$ cat config.mk
export PLATFORM = sky130hd
export DESIGN_NAME = wl_match_encoder
export DESIGN_NICKNAME = d
export VERILOG_FILES = /design/src/rtl/wl_match_encoder.sv
export SDC_FILE = /design/constraint.sdc
export NUM_CORES = 1
export LEC_CHECK = 0
export ABC_AREA = 1
export CAP_MARGIN = 20
export CORE_MARGIN = 2
export CORE_UTILIZATION = 44
export DETAILED_ROUTE_END_ITERATION = 10
export GPL_TIMING_DRIVEN = 0
export PLACE_DENSITY = 0.79
export SETUP_SLACK_MARGIN = 0.5
export SYNTH_ARGS = -nofsm -noshare
export SYNTH_HDL_FRONTEND = slang
export SYNTH_SLANG_ARGS = --single-unit
$ cat constraint.sdc
create_clock -name clk -period 10.6 [get_ports clk]
set_input_delay 2.12 -clock clk [delete_from_list [all_inputs] [get_ports clk]]
set_output_delay 2.12 -clock clk [all_outputs]
set_load 0.02 [all_outputs]
$ cat src/rtl/wl_match_encoder.sv
// Encodes an active-low wordline/match vector back into row addresses, lowest row first.
// One address per cycle at full throughput; out_valid/out_ready handshake holds state while stalled.
module wl_match_encoder #(
    parameter int N_WL   = 64,
    parameter int ADDR_W = $clog2(N_WL)
) (
    input  logic              clk,
    input  logic              rst,
    input  logic              start,
    input  logic [N_WL-1:0]   wl_n,
    output logic              busy,
    output logic              out_valid,
    input  logic              out_ready,
    output logic [ADDR_W-1:0] out_addr,
    output logic              out_last,
    output logic              done,
    output logic              none,
    output logic [ADDR_W:0]   hit_cnt
);

    typedef enum logic [1:0] {
        IDLE = 2'd0,
        SCAN = 2'd1,
        DONE = 2'd2
    } state_t;

    localparam logic [N_WL-1:0] PEND_ONE = {{(N_WL-1){1'b0}}, 1'b1};
    localparam logic [ADDR_W:0] CNT_ONE  = {{ADDR_W{1'b0}}, 1'b1};

    state_t            state, state_nxt;
    logic [N_WL-1:0]   pending, pending_nxt;
    logic [ADDR_W:0]   hit_nxt;
    logic [N_WL-1:0]   pending_rest;
    logic              pend_any;
    logic              pend_single;
    logic [ADDR_W-1:0] addr_enc;

    // pending with its lowest set bit cleared; zero means at most one bit was set
    assign pending_rest = pending & (pending - PEND_ONE);
    assign pend_any     = |pending;
    assign pend_single  = pend_any && (pending_rest == '0);

    always_comb begin
        addr_enc = '0;
        for (int i = N_WL - 1; i >= 0; i--) begin
            if (pending[i]) begin
                addr_enc = ADDR_W'(i);
            end
        end
    end

    assign busy      = (state != IDLE);
    assign out_valid = (state == SCAN) && pend_any;
    assign out_addr  = out_valid ? addr_enc : '0;
    assign out_last  = out_valid && pend_single;
    assign done      = (state == DONE);
    assign none      = done && (hit_cnt == '0);

    always_comb begin
        state_nxt   = state;
        pending_nxt = pending;
        hit_nxt     = hit_cnt;
        case (state)
            IDLE: begin
                if (start) begin
                    pending_nxt = ~wl_n;
                    hit_nxt     = '0;
                    state_nxt   = SCAN;
                end
            end
            SCAN: begin
                if (!pend_any) begin
                    state_nxt = DONE;
                end else if (out_ready) begin
                    pending_nxt = pending_rest;
                    hit_nxt     = hit_cnt + CNT_ONE;
                    // finishing on the last handshake lets done follow it directly
                    if (pend_single) begin
                        state_nxt = DONE;
                    end
                end
            end
            DONE: begin
                state_nxt = IDLE;
            end
            default: begin
                state_nxt = IDLE;
            end
        endcase
    end

    always_ff @(posedge clk or posedge rst) begin
        if (rst) begin
            state   <= IDLE;
            pending <= '0;
            hit_cnt <= '0;
        end else begin
            state   <= state_nxt;
            pending <= pending_nxt;
            hit_cnt <= hit_nxt;
        end
    end

endmodule

Word level (Yosys, flattened, before mapping). Cells that the tools add are included.

Input port bits: 68. Register bits: 73. Output and inout bits: 18. Word-level logic and storage cells: 104.

Equality and inequality tests: 7. Mux-type cells: 78. Reduce and logical (&&, ||, !) cells: 12. $add $sub $neg: 2. Bitwise logic cells: 2.

Operators with widths (count): $mux W6 (65); $mux W64 (3); $pmux W64 S2 (1); $and A64 B64 Y64 (1); $logic_not A64 Y1 (1); $not A64 Y64 (1); $reduce_or A64 Y1 (1); $sub A64 B1 Y64 const B (1); $mux W7 (3); $pmux W7 S2 (1); $mux W2 (4); $add A7 B1 Y7 const B (1); $logic_not A7 Y1 (1); $ne A2 B2 Y1 const B (3); $ne A3 B3 Y1 const B (2); $logic_and A1 B1 Y1 (4); $pmux W2 S2 (1); $reduce_and A4 Y1 (1); $reduce_bool A2 Y1 (2); $reduce_and A3 Y1 (1); $eq A2 B1 Y1 const B (1); $eq A2 B2 Y1 const B (1); $logic_not A2 Y1 (1).

Longest topological paths before layout.
Depth after elaboration: 65. Depth in mapped cells: 63. Gate-level depth less buffers: 63.

Least setup slack after synthesis. No wires, ideal clock.

Path kind: register to output. From: reg pending[62]. To: out out_addr[0]. Arrival time: 3.362 ns. Stages on the path, launching flop included: 64. Data required time: 8.480 ns. Buffers on the path: 0. Slack: 5.118 ns. Cell sequence: dfrtp_1 inv_1 nand2_1 nand2_1 nand2_1 nand2_1 nand2_1 nand2_1 nand2_1 nand2_1 nand2_1 nand2_1 nand2_1 nand2_1 nand2_1 nand2_1 nand2_1 nand2_1 [28 not listed] nand2_1 nand2_1 nand2_1 nand2_1 nand2_1 nand2_1 nand2_1 nand2_1 nand2_1 nand2_1 nand2_1 nand2_1 nand2_1 nand2_1 nand2_1 nand2_1 nand2_1 a21oi_1.

Word-level cells in the longest chain between the ends: 64. Elaborated cells between the ends (all ways): 66. Classes of those cells: 64 x mux; 2 x reduce/logical.

Ends and longest elaborated chain: start: declaration (RTL line 31) `logic [N_WL-1:0] pending, pending_nxt;`; start signal: assignment (RTL line 99) `pending <= pending_nxt;`; $mux W6 (63 in a row) (RTL line 46) `if (pending[i]) begin`; $mux W6 * (RTL line 54) `assign out_addr = out_valid ? addr_enc : '0;`; end: declaration (RTL line 14) `output logic [ADDR_W-1:0] out_addr,`.

Mark *: on every way between the ends. The rest lies on a longest branch, timed or not.

Final worst setup path.
From: reg pending[0]. To: out out_last.

Word-level cells in the longest chain between the ends: 5. Elaborated cells between the ends (all ways): 7. Classes of those cells: 1 x add/sub; 1 x bitwise; 5 x reduce/logical.

Ends and longest elaborated chain: $sub A64 B1 Y64 (RTL line 39) `assign pending_rest = pending & (pending - PEND_ONE);`; $and A64 B64 Y64 (RTL line 39); $logic_not A64 Y1 (RTL line 41) `assign pend_single = pend_any && (pending_rest == '0);`; $logic_and A1 B1 Y1 (RTL line 41); $logic_and A1 B1 Y1 * (RTL line 55) `assign out_last = out_valid && pend_single;`; end: declaration (RTL line 15) `output logic out_last,`.

Marked as above.

==> impl_metrics.py <==
metrics = {
    "status": {
        "run_status": "finished, final reports clean",
    },
    "synth": {
        "dominantRegCellSynth": "sky130_fd_sc_hd__dfrtp_1",
        "synth_area_per_cell_um2": 6.38,
        "synthesis.yosys.warnings": 0,
        "count_of_cell_types_in_the_netlist": 42,
        "post_synth_instance_area_um2": 5400,
        "synthesis.instances": 846,
        "part_of_the_yosys_area_used_for_sequential_elements": 0.338,
        "synth-edff-count": 0,
        "mappedNetlistNets": 916,
        "share_of_async_settable_or_async_resettable_flops_after_synthesis": 1.00,
        "ys_ff_latch": 73,
    },
    "power_and_ir_drop": {
        "power_density_nw_per_um2": 314,
        "p_sw_frac": 0.511,
        "sequentialPowerShare": 0.250,
        "internal_dissipation_mw": 1.04,
        "clockPowerShare": 0.161,
        "static-leakage-power_nw": 3.09,
        "comb_power_share": 0.589,
        "vdd_ir_drop_max_v": 0.000135,
        "switchingPower_mw": 1.09,
    },
    "setup_path": {
        "crit-reg2reg-capture": "pending[42]",
        "worstSetupEndpointType": "primary output",
        "slowest_delay_ns": 0.62,
        "cp_max_fo": 5,
        "worstSetupPathType": "register to primary output",
        "critical_path.n_buffers_inverters": 4,
        "worstSetupStartpointType": "register",
        "critPathSlowestCell": "sky130_fd_sc_hd__clkdlybuf4s50_1",
        "critPathTopFamily": "simple AND/OR/NAND/NOR gates",
        "arrival_time_at_the_worst_endpoint_ns": 4.93,
        "data_required_time_at_the_worst_endpoint_ns": 8.48,
        "r2r_cells": 22,
        "crit_chain": "nor2_2 > inv_2 > nor2_2 > inv_1 > nor2_2 > nand2_1 > nor2_1 > inv_1 > nor2_2 > nand3_1 > or3_1 > o41ai_1 > nand4_1 > nor4_1 > nand4_1 > nor2_1 > clkdlybuf4s50_1",
        "crit_path_frequent_cell": "sky130_fd_sc_hd__nor2_2",
        "rr_startpoint": "pending[0]",
        "timing.reg2reg.setup_slack_ns": 5.43,
    },
    "placed_design": {
        "last_weighted_congestion_value_of_the_routability_driven_placer": 0.939,
        "hpwlAfterDp_um": 12700,
        "placement.io_buffers": 85,
        "place_inst": 1079,
    },
    "layout": {
        "most-common-layout-cells": "sky130_fd_sc_hd__nand2_1 (164), sky130_fd_sc_hd__nor2_1 (161), sky130_fd_sc_hd__inv_1 (134), sky130_fd_sc_hd__o21ai_0 (111), sky130_fd_sc_hd__clkdlybuf4s50_1 (85)",
        "n_antenna_cell": 0,
        "finish.net_count": 1013,
        "synthToLayoutAreaGrowth_pct": 25.7,
        "fillerInstances": 1194,
        "drive_gt1_frac": 0.0759,
        "layoutNonFillerInstCount": 1095,
        "final_common_cell": "sky130_fd_sc_hd__nand2_1",
    },
    "global_routing": {
        "globalRouteOverflowTotal": 0,
        "grt_pass1_wl_um": 27100,
        "grt_util_all_layers": 0.262,
        "maximum_number_of_pins_on_one_net_before_global_route_repair": 41,
        "vias_in_the_first_global_route": 5602,
        "antenna_violations_before_repair": 0,
    },
    "clocking": {
        "post_cts_buffers": 0,
        "cts.repair.resized": 0,
        "clock_tree.buffer_depth": 2,
        "worstSkewPairLatency_ns": 0.34,
        "post_cts_hold_buffer_count": 0,
        "clock_tree.htree_level_count": 3,
        "clkSinkCount": 73,
        "cts_root_buffer": "sky130_fd_sc_hd__clkbuf_16",
        "cts_tree": "built",
        "cts_inserted_buffers": 9,
        "clkSlewWorstSetupHoldPaths_ns": 0.06,
    },
    "floorplanning": {
        "fp.coreArea_um2": 12000,
        "dieHeight_um": 115,
        "die_w_um": 115,
        "design.die.area_um2": 13200,
        "starting_density_of_the_core": 0.449,
        "fp-row-count": 40,
        "boundary_pin_count": 86,
    },
    "sta": {
        "setup_total_negative_slack_ns": 0,
        "period_share": 0.665,
        "finalSetupViolCount": 0,
        "timing.clock.skew_ns": 0.00703,
        "max_slew_violations": 0,
        "worst-slew-pin-transition_ns": 0.715,
        "fmax_ghz": 0.142,
        "timing.final.hold_violations": 0,
        "slew-limit-headroom": 0.524,
        "period_minus_slack_ns": 7.05,
        "unrepaired_setup_endpoints_after_global_routing": "no",
    },
    "worst_hold_path": {
        "hold_path_class": "register to register",
        "hold-path-cell-count": 2,
        "timing.hold.worst_endpoint": "pending[2]",
        "worstHoldStart": "pending[2]",
    },
    "routing": {
        "drt-vias-per-instance": 5.42,
        "firstDrtPassIters": 5,
        "count_of_unresolved_drc_violations_after_routing": 0,
        "antenna_violating_nets_post_route": 0,
        "detailroute.via_count": 5935,
        "drt_iter0_drc": 440,
        "routedWlPerCell_um": 15.3,
        "drt-total-wl_um": 16800,
    },
    "flow_run": {
        "cap_viol_max_count": 0,
    },
}
logic make-up (layout without fill, tap and decap cells):
group	after synthesis	after routing	synth area share
AND/OR/NAND/NOR	404	404	0.321
adder cells (fa/ha/maj)	2	2	0.00463
flip-flops	73	73	0.338
AO/OA/AOI/OAI	198	198	0.209
buffers and inverters	169	271	0.127
stage by stage:
step	power, mW	utilization	setup WS [ns]	hold WS, ns	instance area (um2)
floorplan	1.40	-	5.12	0.519	5400
global placement	1.74	0.536	4.06	0.542	6430
detailed placement	1.76	0.538	4.04	0.545	6460
CTS	2.11	0.565	3.63	0.559	6790
global route	2.32	0.565	3.11	0.586	6790
finish	2.13	0.565	3.55	0.557	6790
power groups by stage:
stage / Sequential, mW / Combinational [mW] / Clock [mW]
2_1_floorplan: 0.505 / 0.891 / 0
3_3_place_gp: 0.529 / 1.21 / 0
3_5_place_dp: 0.530 / 1.23 / 0
4_1_cts: 0.528 / 1.24 / 0.343
5_1_grt: 0.549 / 1.41 / 0.356
6_report: 0.532 / 1.25 / 0.343
worst max path at each step:
stage / to / slack, ns / startpoint / cells after the start
final: out_last / 3.55 / pending[0] / 17
after floorplan: out_addr[0] / 5.12 / pending[62] / 63
after global routing: out_addr[0] / 3.11 / pending[62] / 64
after global placement: out_last / 4.06 / pending[0] / 17
after detailed placement: out_last / 4.04 / pending[0] / 22
after CTS: out_last / 3.63 / pending[0] / 22
cell type report:
cell class                      count  area (um2)  share of cell area
Multi-Input combinational cell    604        2890               0.425
Sequential cell                    73        1830               0.269
Timing Repair Buffer               86         871               0.128
Inverter                          143         541              0.0796
Clock buffer                       11         253              0.0372
Tap cell                          147         184              0.0271
Buffer                             26         149              0.0219
Clock inverter                      5        77.6              0.0114
flip-flops by register name (all words and copies together), names as in the netlist:
signal and flops:
pending 64, hit_cnt 7, state 2
metal layers:
layer	track usage	vias to the layer above	share of wire
li1	-	2913	-
met1	0.360	2717	0.44
met4	0.104	0	0.033
met5	0	-	0
met3	0.0369	41	0.071
met2	0.421	264	0.46
tightest hold or removal path, stage by stage (launching register included):
cell and delay (ns):
sky130_fd_sc_hd__dfrtp_1 0.35, sky130_fd_sc_hd__inv_2 0.06, sky130_fd_sc_hd__o21ai_2 0.11
cell usage after synthesis, types with 2 or more instances:
| library cell | n | area, um2 |
|---|---|---|
| sky130_fd_sc_hd__a21oi_1 | 42 | 210 |
| sky130_fd_sc_hd__buf_8 | 2 | 30.0 |
| sky130_fd_sc_hd__o211ai_2 | 7 | 87.6 |
| sky130_fd_sc_hd__o21ai_1 | 13 | 65.1 |
| sky130_fd_sc_hd__ha_1 | 2 | 25.0 |
| sky130_fd_sc_hd__nor2_2 | 8 | 50.1 |
| sky130_fd_sc_hd__buf_6 | 2 | 22.5 |
| sky130_fd_sc_hd__nand2_1 | 164 | 616 |
| sky130_fd_sc_hd__o21ai_0 | 111 | 556 |
| sky130_fd_sc_hd__nor3_1 | 14 | 70.1 |
| sky130_fd_sc_hd__o21ai_2 | 9 | 78.8 |
| sky130_fd_sc_hd__nand3_1 | 20 | 100 |
| sky130_fd_sc_hd__clkbuf_1 | 13 | 48.8 |
| sky130_fd_sc_hd__nor2_4 | 4 | 45.0 |
| sky130_fd_sc_hd__o41ai_1 | 2 | 17.5 |
| sky130_fd_sc_hd__buf_2 | 8 | 40.0 |
| sky130_fd_sc_hd__o22ai_1 | 2 | 12.5 |
| sky130_fd_sc_hd__inv_1 | 135 | 507 |
| sky130_fd_sc_hd__nor2_1 | 161 | 604 |
| sky130_fd_sc_hd__nor4_1 | 15 | 93.8 |
| sky130_fd_sc_hd__inv_2 | 7 | 26.3 |
| sky130_fd_sc_hd__dfrtp_1 | 73 | 1830 |
| sky130_fd_sc_hd__nand4_1 | 11 | 68.8 |
| sky130_fd_sc_hd__o211ai_1 | 3 | 22.5 |
Note: power is estimated with default switching activity, not from simulation.
